`src/rtl/revo_frame9_transmitter_pkg.sv`:
```
// Shared definitions for the revo/frame9 transmitter and its matching receiver.
// Holds the frame9 token start value, the nominal orbit length and the orbit
// counter width, plus small helpers for token rotation and length clamping.
package revo_frame9_transmitter_pkg;

    localparam int ORBIT_CTR_W = 11;
    localparam int DEFAULT_ORBIT_MINUS_ONE = 1279;
    localparam logic [8:0] FRAME9_TOKEN_INIT = 9'b100000000;

    // One step of the frame9 token: rotate right by one position.
    function automatic logic [8:0] rotate_token(input logic [8:0] token_in);
        return {token_in[0], token_in[8:1]};
    endfunction

    // Orbit length minus one, never shorter than the supplied floor.
    function automatic logic [ORBIT_CTR_W-1:0] clamp_orbit(
        input logic [ORBIT_CTR_W-1:0] len_in,
        input logic [ORBIT_CTR_W-1:0] floor_in
    );
        logic [ORBIT_CTR_W-1:0] result;
        if (len_in < floor_in) begin
            result = floor_in;
        end else begin
            result = len_in;
        end
        return result;
    endfunction

endpackage

```
`src/rtl/revo_frame9_transmitter_if.sv`:
```
// Control/status bundle of the revo/frame9 transmitter.
//   master : drives enable, orbit_length_minus_one, revo_mask, resync;
//            observes revo, frame9, revo_rise, revo_fall, orbit_count, token.
//   slave  : the transmitter side (directions reversed).
interface revo_frame9_transmitter_if;
    import revo_frame9_transmitter_pkg::*;

    logic                   enable;
    logic [ORBIT_CTR_W-1:0] orbit_length_minus_one;
    logic [8:0]             revo_mask;
    logic                   resync;
    logic                   revo;
    logic                   frame9;
    logic                   revo_rise;
    logic                   revo_fall;
    logic [31:0]            orbit_count;
    logic [8:0]             token;

    modport master (
        output enable, orbit_length_minus_one, revo_mask, resync,
        input  revo, frame9, revo_rise, revo_fall, orbit_count, token
    );

    modport slave (
        input  enable, orbit_length_minus_one, revo_mask, resync,
        output revo, frame9, revo_rise, revo_fall, orbit_count, token
    );

endinterface

```
`src/rtl/ddr_revo_output.sv`:
```
// DDR launch of the revo line as a differential pair.
// Ports: clock127 (launch clock), revo_rise (data for the clock-high half),
//        revo_fall (data for the clock-low half), remote_revo_p/remote_revo_n.
// This is the only place where the vendor ODDR2 + OBUFDS cells belong; the
// body here is their behavioural equivalent so the core simulates without
// any vendor library.
module ddr_revo_output (
    input  logic clock127,
    input  logic revo_rise,
    input  logic revo_fall,
    output logic remote_revo_p,
    output logic remote_revo_n
);

    // Half-cycle data select (ODDR2 behaviour) and differential split (OBUFDS).
    always_comb begin
        remote_revo_p = 1'b0;
        if (clock127) begin
            remote_revo_p = revo_rise;
        end else begin
            remote_revo_p = revo_fall;
        end
        remote_revo_n = ~remote_revo_p;
    end

endmodule

```
`src/rtl/revo_frame9_transmitter.sv`:
```
// Revolution (orbit) strobe generator with a 9-orbit frame marker.
// Ports: clock127 / reset (sync, active-high); bus (slave modport: enable,
//        orbit_length_minus_one, revo_mask, resync in; revo, frame9,
//        revo_rise, revo_fall, orbit_count, token out); remote_revo_p/n
//        (differential DDR line carrying clock127 XOR revo).
module revo_frame9_transmitter #(
    parameter int DEFAULT_ORBIT_MINUS_ONE = revo_frame9_transmitter_pkg::DEFAULT_ORBIT_MINUS_ONE,
    parameter int MIN_ORBIT_MINUS_ONE     = 15
) (
    input  logic                        clock127,
    input  logic                        reset,
    revo_frame9_transmitter_if.slave    bus,
    output logic                        remote_revo_p,
    output logic                        remote_revo_n
);
    import revo_frame9_transmitter_pkg::*;

    // The clamp floor may never exceed the nominal orbit length.
    localparam logic [ORBIT_CTR_W-1:0] MIN_LEN_C =
        (MIN_ORBIT_MINUS_ONE > DEFAULT_ORBIT_MINUS_ONE) ?
        ORBIT_CTR_W'(DEFAULT_ORBIT_MINUS_ONE) : ORBIT_CTR_W'(MIN_ORBIT_MINUS_ONE);

    logic [ORBIT_CTR_W-1:0] ctr_r;
    logic [ORBIT_CTR_W-1:0] ctr_next_s;
    logic [ORBIT_CTR_W-1:0] len_shadow_r;
    logic [ORBIT_CTR_W-1:0] len_shadow_next_s;
    logic [ORBIT_CTR_W-1:0] len_sample_s;
    logic [8:0]             token_r;
    logic [8:0]             token_next_s;
    logic [8:0]             new_token_s;
    logic [31:0]            orbit_count_r;
    logic [31:0]            orbit_count_next_s;
    logic                   boundary_s;
    logic                   revo_next_s;
    logic                   frame9_next_s;
    logic                   revo_r;
    logic                   frame9_r;
    logic                   revo_rise_r;
    logic                   revo_fall_r;

    // Boundary decision and next-state of counter, token, length shadow and strobes.
    always_comb begin
        len_sample_s       = clamp_orbit(bus.orbit_length_minus_one, MIN_LEN_C);
        boundary_s         = bus.resync | (ctr_r == len_shadow_r);
        new_token_s        = rotate_token(token_r);
        ctr_next_s         = ctr_r + 11'd1;
        token_next_s       = token_r;
        orbit_count_next_s = orbit_count_r;
        len_shadow_next_s  = len_shadow_r;
        revo_next_s        = 1'b0;
        frame9_next_s      = 1'b0;

        // A resync restarts the frame even when it lands on a natural wrap.
        if (bus.resync) begin
            new_token_s = FRAME9_TOKEN_INIT;
        end else begin
            new_token_s = rotate_token(token_r);
        end

        if (boundary_s) begin
            ctr_next_s         = 11'd0;
            token_next_s       = new_token_s;
            orbit_count_next_s = orbit_count_r + 32'd1;
            revo_next_s        = bus.enable & ((bus.revo_mask & new_token_s) == 9'd0);
            frame9_next_s      = (new_token_s == FRAME9_TOKEN_INIT);
            // The period only changes at a frame start, so a frame is never
            // stretched or shortened part-way through.
            if (new_token_s == FRAME9_TOKEN_INIT) begin
                len_shadow_next_s = len_sample_s;
            end else begin
                len_shadow_next_s = len_shadow_r;
            end
        end else begin
            ctr_next_s        = ctr_r + 11'd1;
            len_shadow_next_s = len_shadow_r;
        end
    end

    // State and output registers; reset aborts the orbit and dominates resync.
    always_ff @(posedge clock127) begin
        if (reset) begin
            ctr_r         <= 11'd0;
            len_shadow_r  <= len_sample_s;
            token_r       <= FRAME9_TOKEN_INIT;
            orbit_count_r <= 32'd0;
            revo_r        <= 1'b0;
            frame9_r      <= 1'b0;
            revo_rise_r   <= 1'b1;
            revo_fall_r   <= 1'b0;
        end else begin
            ctr_r         <= ctr_next_s;
            len_shadow_r  <= len_shadow_next_s;
            token_r       <= token_next_s;
            orbit_count_r <= orbit_count_next_s;
            revo_r        <= revo_next_s;
            frame9_r      <= frame9_next_s;
            // Inverted in the high half, true in the low half: clock XOR revo.
            revo_rise_r   <= ~revo_next_s;
            revo_fall_r   <= revo_next_s;
        end
    end

    assign bus.revo        = revo_r;
    assign bus.frame9      = frame9_r;
    assign bus.revo_rise   = revo_rise_r;
    assign bus.revo_fall   = revo_fall_r;
    assign bus.orbit_count = orbit_count_r;
    assign bus.token       = token_r;

    ddr_revo_output u_ddr_revo_output (
        .clock127      (clock127),
        .revo_rise     (revo_rise_r),
        .revo_fall     (revo_fall_r),
        .remote_revo_p (remote_revo_p),
        .remote_revo_n (remote_revo_n)
    );

endmodule

```
`src/flat_wrapper.sv`:
```
// flat-port wrapper written by rule: the top's interface ports become plain ports
module revo_frame9_transmitter_flat import revo_frame9_transmitter_pkg::*;
#(
    parameter int DEFAULT_ORBIT_MINUS_ONE = revo_frame9_transmitter_pkg::DEFAULT_ORBIT_MINUS_ONE,
    parameter int MIN_ORBIT_MINUS_ONE     = 15
)
  (clock127, reset, remote_revo_p, remote_revo_n, bus_enable, bus_orbit_length_minus_one, bus_revo_mask, bus_resync, bus_revo, bus_frame9, bus_revo_rise, bus_revo_fall, bus_orbit_count, bus_token);
  revo_frame9_transmitter_if bus_i ();
  input  logic clock127;
  input  logic reset;
  output logic remote_revo_p;
  output logic remote_revo_n;
  input wire logic [$bits(bus_i.enable)-1:0] bus_enable;
  input wire logic [$bits(bus_i.orbit_length_minus_one)-1:0] bus_orbit_length_minus_one;
  input wire logic [$bits(bus_i.revo_mask)-1:0] bus_revo_mask;
  input wire logic [$bits(bus_i.resync)-1:0] bus_resync;
  output wire logic [$bits(bus_i.revo)-1:0] bus_revo;
  output wire logic [$bits(bus_i.frame9)-1:0] bus_frame9;
  output wire logic [$bits(bus_i.revo_rise)-1:0] bus_revo_rise;
  output wire logic [$bits(bus_i.revo_fall)-1:0] bus_revo_fall;
  output wire logic [$bits(bus_i.orbit_count)-1:0] bus_orbit_count;
  output wire logic [$bits(bus_i.token)-1:0] bus_token;
  assign bus_i.enable = bus_enable;
  assign bus_i.orbit_length_minus_one = bus_orbit_length_minus_one;
  assign bus_i.revo_mask = bus_revo_mask;
  assign bus_i.resync = bus_resync;
  assign bus_revo = bus_i.revo;
  assign bus_frame9 = bus_i.frame9;
  assign bus_revo_rise = bus_i.revo_rise;
  assign bus_revo_fall = bus_i.revo_fall;
  assign bus_orbit_count = bus_i.orbit_count;
  assign bus_token = bus_i.token;
  revo_frame9_transmitter #(.DEFAULT_ORBIT_MINUS_ONE(DEFAULT_ORBIT_MINUS_ONE), .MIN_ORBIT_MINUS_ONE(MIN_ORBIT_MINUS_ONE)) u_core (.clock127(clock127), .reset(reset), .bus(bus_i), .remote_revo_p(remote_revo_p), .remote_revo_n(remote_revo_n));
endmodule
```
`config.mk`:
```
export PLATFORM = sky130hd
export DESIGN_NAME = revo_frame9_transmitter_flat
export DESIGN_NICKNAME = d
export VERILOG_FILES = /design/src/rtl/revo_frame9_transmitter_pkg.sv /design/src/rtl/revo_frame9_transmitter_if.sv /design/src/rtl/ddr_revo_output.sv /design/src/rtl/revo_frame9_transmitter.sv /design/src/flat_wrapper.sv
export SDC_FILE = /design/constraint.sdc
export NUM_CORES = 1
export LEC_CHECK = 0
export CORE_ASPECT_RATIO = 1.75
export CORE_MARGIN = 5
export CORE_UTILIZATION = 55
export CTS_BUF_LIST = sky130_fd_sc_hd__clkbuf_4 sky130_fd_sc_hd__clkbuf_8
export DETAILED_ROUTE_END_ITERATION = 16
export PLACE_DENSITY = 0.85
export SYNTH_ARGS = -nofsm -noshare
export SYNTH_HDL_FRONTEND = slang
export SYNTH_SLANG_ARGS = --single-unit
```
`constraint.sdc`:
```
create_clock -name clock127 -period 3.7 [get_ports clock127]
set_clock_uncertainty 0.15 [all_clocks]
set_input_delay 0.74 -clock clock127 [delete_from_list [all_inputs] [get_ports clock127]]
set_output_delay 0.74 -clock clock127 [all_outputs]
set_load 0.005 [all_outputs]
```
==> flow_metrics.env, run 1 <==
export IMPL_r2r_start="u_core.ctr_r[2]$_SDFF_PP0_"
export IMPL_ir_drop_mv=0.266
export IMPL_hold_class="reg -> reg"
export IMPL_wl_um=7870
export IMPL_start_util=0.572
export IMPL_synthCells=335
export IMPL_grt_ovfl_total=0
export IMPL_critical_path_startpoint="clock127"
export IMPL_drv_cap=0
export IMPL_final_cell_mix="clkdlybuf4s50_1, dfxtp_1, a21oi_1"
export IMPL_power_leakage_nw=1.26
export IMPL_synth_area_per_cell_um2=9.05
export IMPL_cts_tree="yes"
export IMPL_utilization=0.758
export IMPL_drt_iter0_drc=135
export IMPL_n_antenna_cell=0
export IMPL_fin_nets=429
export IMPL_synth_area_um2=3030
export IMPL_final_common_cell="clkdlybuf4s50_1"
export IMPL_area_growth_pct=32.4
export IMPL_end_kind="output pin"
export IMPL_post_cts_repair_setup_buffers=0
export IMPL_worst_setup_path_type="clk -> out"
export IMPL_drc=0
export IMPL_relSlewSlack=0.347
export IMPL_cts_hold_buffers_added=0
export IMPL_dieHeight_um=108
export IMPL_drtAntennaViolNets=0
export IMPL_setup_tns_ps=0
export IMPL_report_final_hold_viol_count=0
export IMPL_grt_pass1_wl_um=12800
export IMPL_grt_pass1_vias=2797
export IMPL_wl_per_cell_um=16.3
export IMPL_post_dp_hpwl_um=5490
export IMPL_clock_latency_ps=460
export IMPL_finalMaxSlewViolations=0
export IMPL_dieArea_um2=7160
export IMPL_firstDrtPassIters=5
export IMPL_syn_num_nets=361
export IMPL_vias=2833
export IMPL_core_um2=5300
export IMPL_port_buffers=70
export IMPL_yosysWarningCount=0
export IMPL_layout_drive_gt1_share=0.0784
export IMPL_ys_top_cells_by_area="dfxtp_1, edfxtp_1, a21oi_1, xnor2_1, nor2_1"
export IMPL_total_power_mw=1.62
export IMPL_fp_row_count=35
export IMPL_cts_clk_slew_worst_paths_ps=60
export IMPL_antenna_found_initial=0
export IMPL_yosys_area_top_type="dfxtp_1"
export IMPL_cp_arrival_ps=2680
export IMPL_yosys_area_top_type_share=0.363
export IMPL_yosysSeqAreaShare=0.472
export IMPL_setup_violations_final=0
export IMPL_grt_usage=0.240
export IMPL_grt_max_degree=37
export IMPL_start_kind="clock port"
export IMPL_min_from="u_core.bus.orbit_count[28]$_SDFFE_PP0P_"
export IMPL_die_x_um=66.1
export IMPL_tightest_slew_ps=974
export IMPL_num_io_pins=71
export IMPL_gp_congestion=0.862
export IMPL_status="finished, final reports clean"
export IMPL_synth_seq_cells=66
export IMPL_crit_fanout=2
export IMPL_worstPathRequired_ps=2810
export IMPL_synth_cell_types=41
export IMPL_n_fill_cell=385
export IMPL_rsz0062_at_grt="no"
export IMPL_power_density_nw_per_um2=405
export IMPL_viasPerCell=5.88
cell type report:
cell class | instances | area (um2) | share of cell area
Clock inverter | 5 | 22.5 | 0.00561
Tap cell | 74 | 92.6 | 0.0231
Multi-Input combinational cell | 239 | 1490 | 0.370
Inverter | 6 | 22.5 | 0.00561
Clock buffer | 21 | 256 | 0.0639
Sequential cell | 66 | 1430 | 0.356
Timing Repair Buffer | 71 | 703 | 0.175
cells in the mapped netlist:
cell type / number
ha_1: 2
nor3_1: 6
or2_2: 1
o31a_1: 1
and4_1: 3
a21oi_1: 29
o41ai_1: 1
nand3_1: 19
nor4_1: 4
dfxtp_1: 55
xnor2_1: 16
clkbuf_1: 16
a211o_1: 1
or4_4: 1
nor2b_1: 2
nand2b_1: 5
or4_1: 12
xor2_1: 5
o2111ai_1: 1
nor2_1: 28
o21bai_1: 1
buf_2: 2
edfxtp_1: 11
o21ai_0: 17
a41oi_1: 1
and2_1: 2
buf_1: 2
nand2_1: 18
mux2_1: 1
or3_1: 16
inv_1: 6
a31oi_1: 1
o31ai_1: 12
buf_6: 2
buf_4: 1
mux2i_1: 10
and3_1: 3
inv_2: 1
nand4_1: 13
a22oi_1: 4
nor4b_1: 3
state kept, by name (all words and copies together) (netlist names):
| name | cells |
|---|---|
| u_core.bus.orbit_count | 32 |
| u_core.bus.revo | 1 |
| u_core.ctr_r | 11 |
| u_core.len_shadow_r | 11 |
| u_core.bus.frame9 | 1 |
| u_core.bus.token | 9 |
| u_core.bus.revo_rise | 1 |
where the power goes:
group	total, mW	internal, mW	switching [mW]
clock	0.788	0.453	0.335
sequential	0.755	0.744	0.0111
combinational	0.0815	0.0431	0.0384
total	1.62	1.24	0.385
per-stage QoR:
step	cell area, um2	setup slack, ps	instances	hold WS, ps
after global routing	4020	89.4	482	380
after global placement	3750	297	459	328
final	4020	129	482	357
after floorplan	3030	698	335	302
after detailed placement	3750	297	459	347
after CTS	4020	104	482	361
cell families after synthesis:
family                     Yosys count  share of synthesized area
AOI/OAI and AO/OA                   69                      0.134
xor gates and xnor gates            21                     0.0606
adders and majority gates            2                    0.00825
buffers and inverters               30                     0.0441
DFF                                 66                      0.472
muxes                               11                     0.0367
and+or+nand+nor                    136                      0.244
worst paths after layout:
kind                                                  end  slack (ps)  cells past startpoint
setup reg to reg     u_core.len_shadow_r[7]$_SDFFCE_PN0P_         890                      4
hold / removal    u_core.bus.orbit_count[28]$_SDFFE_PP0P_         360                      2
setup / recovery                            remote_revo_p         130                      7
hold reg to reg   u_core.bus.orbit_count[28]$_SDFFE_PP0P_         360                      2
per-layer routing:
metal / wire (um) / track usage / share of wire
met5: 0 / 0 / 0
met3: 384 / 0.0915 / 0.049
met2: 4100 / 0.381 / 0.52
met4: 454 / 0.188 / 0.058
met1: 2940 / 0.248 / 0.37
worst max-delay path: stages:
cell,delay [ps]
clkbuf_8,130
mux2i_4,190
clkbuf_8,140
clkbuf_8,120
clkbuf_8,120
inv_1,40
buf_2,100
repair_timing:
item,4_1_cts,5_1_grt
endpoints found under the setup margin,2,0
endpoints found under the hold margin,0,0
resized for setup,7,0
Note: power is estimated with default switching activity, not from simulation.
==> run 2: changes to the inputs <==
Settings changed: CORE_UTILIZATION 55 to 42, PLACE_DENSITY 0.85 to 0.67, SKIP_CTS_REPAIR_TIMING from default to 1.
==> run 2 against run 1 <==
Net effect: non-clock buffer count is the same; final cell count grew 2.9%; combinational power rose by 2.6%; largest power group unchanged; via count fell by 3.1%; sequential share of layout area decreased by 0.64 points; first-iteration DRC count is 4.4% lower; critical path depth is 1 higher; wire length rose by 0.19%; core utilization shrank 18 points; clock-buffer cell count rose by 3; register-to-register slack better by 140 ps; sequential cell count unchanged.
==> flow_metrics.env, run 2 (synthesis gave the netlist of run 1 again) <==
export IMPL_status="finished, final reports clean"
export IMPL_cpPeakStageDelay_ps=180
export IMPL_power_leakage_nw=1.29
export IMPL_final_cell_mix="clkdlybuf4s50_1, dfxtp_1, a21oi_1"
export IMPL_hold_class="reg -> reg"
export IMPL_cts_tree="yes"
export IMPL_crit_path_frequent_cell="clkbuf_8"
export IMPL_swShare=0.217
export IMPL_final_common_cell="clkdlybuf4s50_1"
export IMPL_area_growth_pct=34.8
export IMPL_drt_iter0_drc=129
export IMPL_grt_max_degree=45
export IMPL_grt_pass1_wl_um=13100
export IMPL_dieArea_um2=9090
export IMPL_grt_use_met1=0.205
export IMPL_dieHeight_um=122
export IMPL_die_x_um=74.2
export IMPL_antenna_found_initial=0
export IMPL_largest_reg_flops=32
export IMPL_utilization=0.573
export IMPL_cts_clk_slew_worst_paths_ps=60
export IMPL_use_met3=0.0770
export IMPL_power_density_nw_per_um2=427
export IMPL_fp_row_count=41
export IMPL_p_switching_mw=0.379
export IMPL_worst_setup_path_type="clk -> out"
export IMPL_finalMaxSlewViolations=0
export IMPL_cp_arrival_ps=2750
export IMPL_drtAntennaViolNets=0
export IMPL_end_kind="output pin"
export IMPL_fin_nets=431
export IMPL_drv_cap=0
export IMPL_start_kind="clock port"
export IMPL_internal_power_mw=1.37
export IMPL_ir_drop_mv=0.317
export IMPL_tightest_slew_ps=947
export IMPL_viasPerCell=5.54
export IMPL_post_dp_hpwl_um=5680
export IMPL_core_um2=7130
export IMPL_layout_drive_gt1_share=0.0854
export IMPL_n_fill_cell=653
export IMPL_firstDrtPassIters=4
export IMPL_setup_violations_final=0
export IMPL_setup_tns_ps=0
export IMPL_sequentialPowerShare=0.432
export IMPL_grt_ovfl_total=0
export IMPL_clock_latency_ps=450
export IMPL_relSlewSlack=0.365
export IMPL_worstPathRequired_ps=2810
export IMPL_report_final_hold_viol_count=0
export IMPL_port_buffers=70
export IMPL_crit_path_cell_trace="buf_8, mux2i_4, buf_6, clkbuf_8, clkbuf_8, clkbuf_8, inv_1, buf_2"
export IMPL_drc=0
export IMPL_critPathSlowestCell="mux2i_4"
export IMPL_grt_usage=0.195
export IMPL_wl_um=7890
export IMPL_rsz0062_at_grt="no"
export IMPL_wl_per_cell_um=15.9
export IMPL_vias=2746
export IMPL_clockPowerShare=0.520
export IMPL_num_io_pins=71
export IMPL_use_met2=0.318
export IMPL_combPwrFrac=0.048
export IMPL_n_antenna_cell=0
export IMPL_gp_congestion=0.827
export IMPL_grt_pass1_vias=2817
export IMPL_globalRoute_busiestLayer="met2"
export IMPL_crit_fanout=2
export IMPL_start_util=0.425
[run 2: worst paths after layout]
check | start | end | slack, ps | depth (start not counted)
max | clock127 | remote_revo_p | 60 | 8
min | u_core.bus.orbit_count[18]$_SDFFE_PP0P_ | u_core.bus.orbit_count[18]$_SDFFE_PP0P_ | 350 | 2
max reg2reg | u_core.ctr_r[2]$_SDFF_PP0_ | u_core.bus.orbit_count[15]$_SDFFE_PP0P_ | 1030 | 6
min reg2reg | u_core.bus.orbit_count[18]$_SDFFE_PP0P_ | u_core.bus.orbit_count[18]$_SDFFE_PP0P_ | 350 | 2
[run 2: power groups by stage]
| stage | combinational (mW) | sequential (mW) | clock (mW) |
|---|---|---|---|
| 3_3_place_gp | 0.0828 | 0.770 | 0.0564 |
| 5_1_grt | 0.0908 | 0.756 | 0.985 |
| 2_1_floorplan | 0.0434 | 0.768 | 0.0193 |
| 4_1_cts | 0.0850 | 0.755 | 1.03 |
| 3_5_place_dp | 0.0843 | 0.770 | 0.0564 |
| 6_report | 0.0836 | 0.755 | 0.910 |
[run 2: routing by layer]
layer	up-vias	part of all wire
met4	0	0.017
met5	-	0
met3	13	0.038
li1	1368	-
met1	1297	0.39
met2	68	0.55
[run 2: final cells by class]
class / count / area, um2 / share of cell area
clock buffers: 24 / 294 / 0.0719
clock inverters: 4 / 43.8 / 0.0107
inverters: 6 / 22.5 / 0.00551
multi-input cells: 239 / 1490 / 0.364
flip-flops and latches: 66 / 1430 / 0.350
well taps: 86 / 108 / 0.0263
repair buffers: 71 / 703 / 0.172
[run 2: metrics by stage]
step	power, mW	cell area, um2	hold WS, ps	setup slack, ps	std cells
6_report	1.75	4090	353	55.6	496
5_1_grt	1.83	4090	379	16.8	496
4_1_cts	1.87	4130	357	-938	499
3_5_place_dp	0.911	3760	339	297	471
3_3_place_gp	0.909	3760	333	297	471
2_1_floorplan	0.831	3030	302	698	335
[run 2: critical path: cells and delay by family]
| kind | cells | cell delay, ps |
|---|---|---|
| buffers and inverters | 7 | 730 |
| muxes | 1 | 180 |
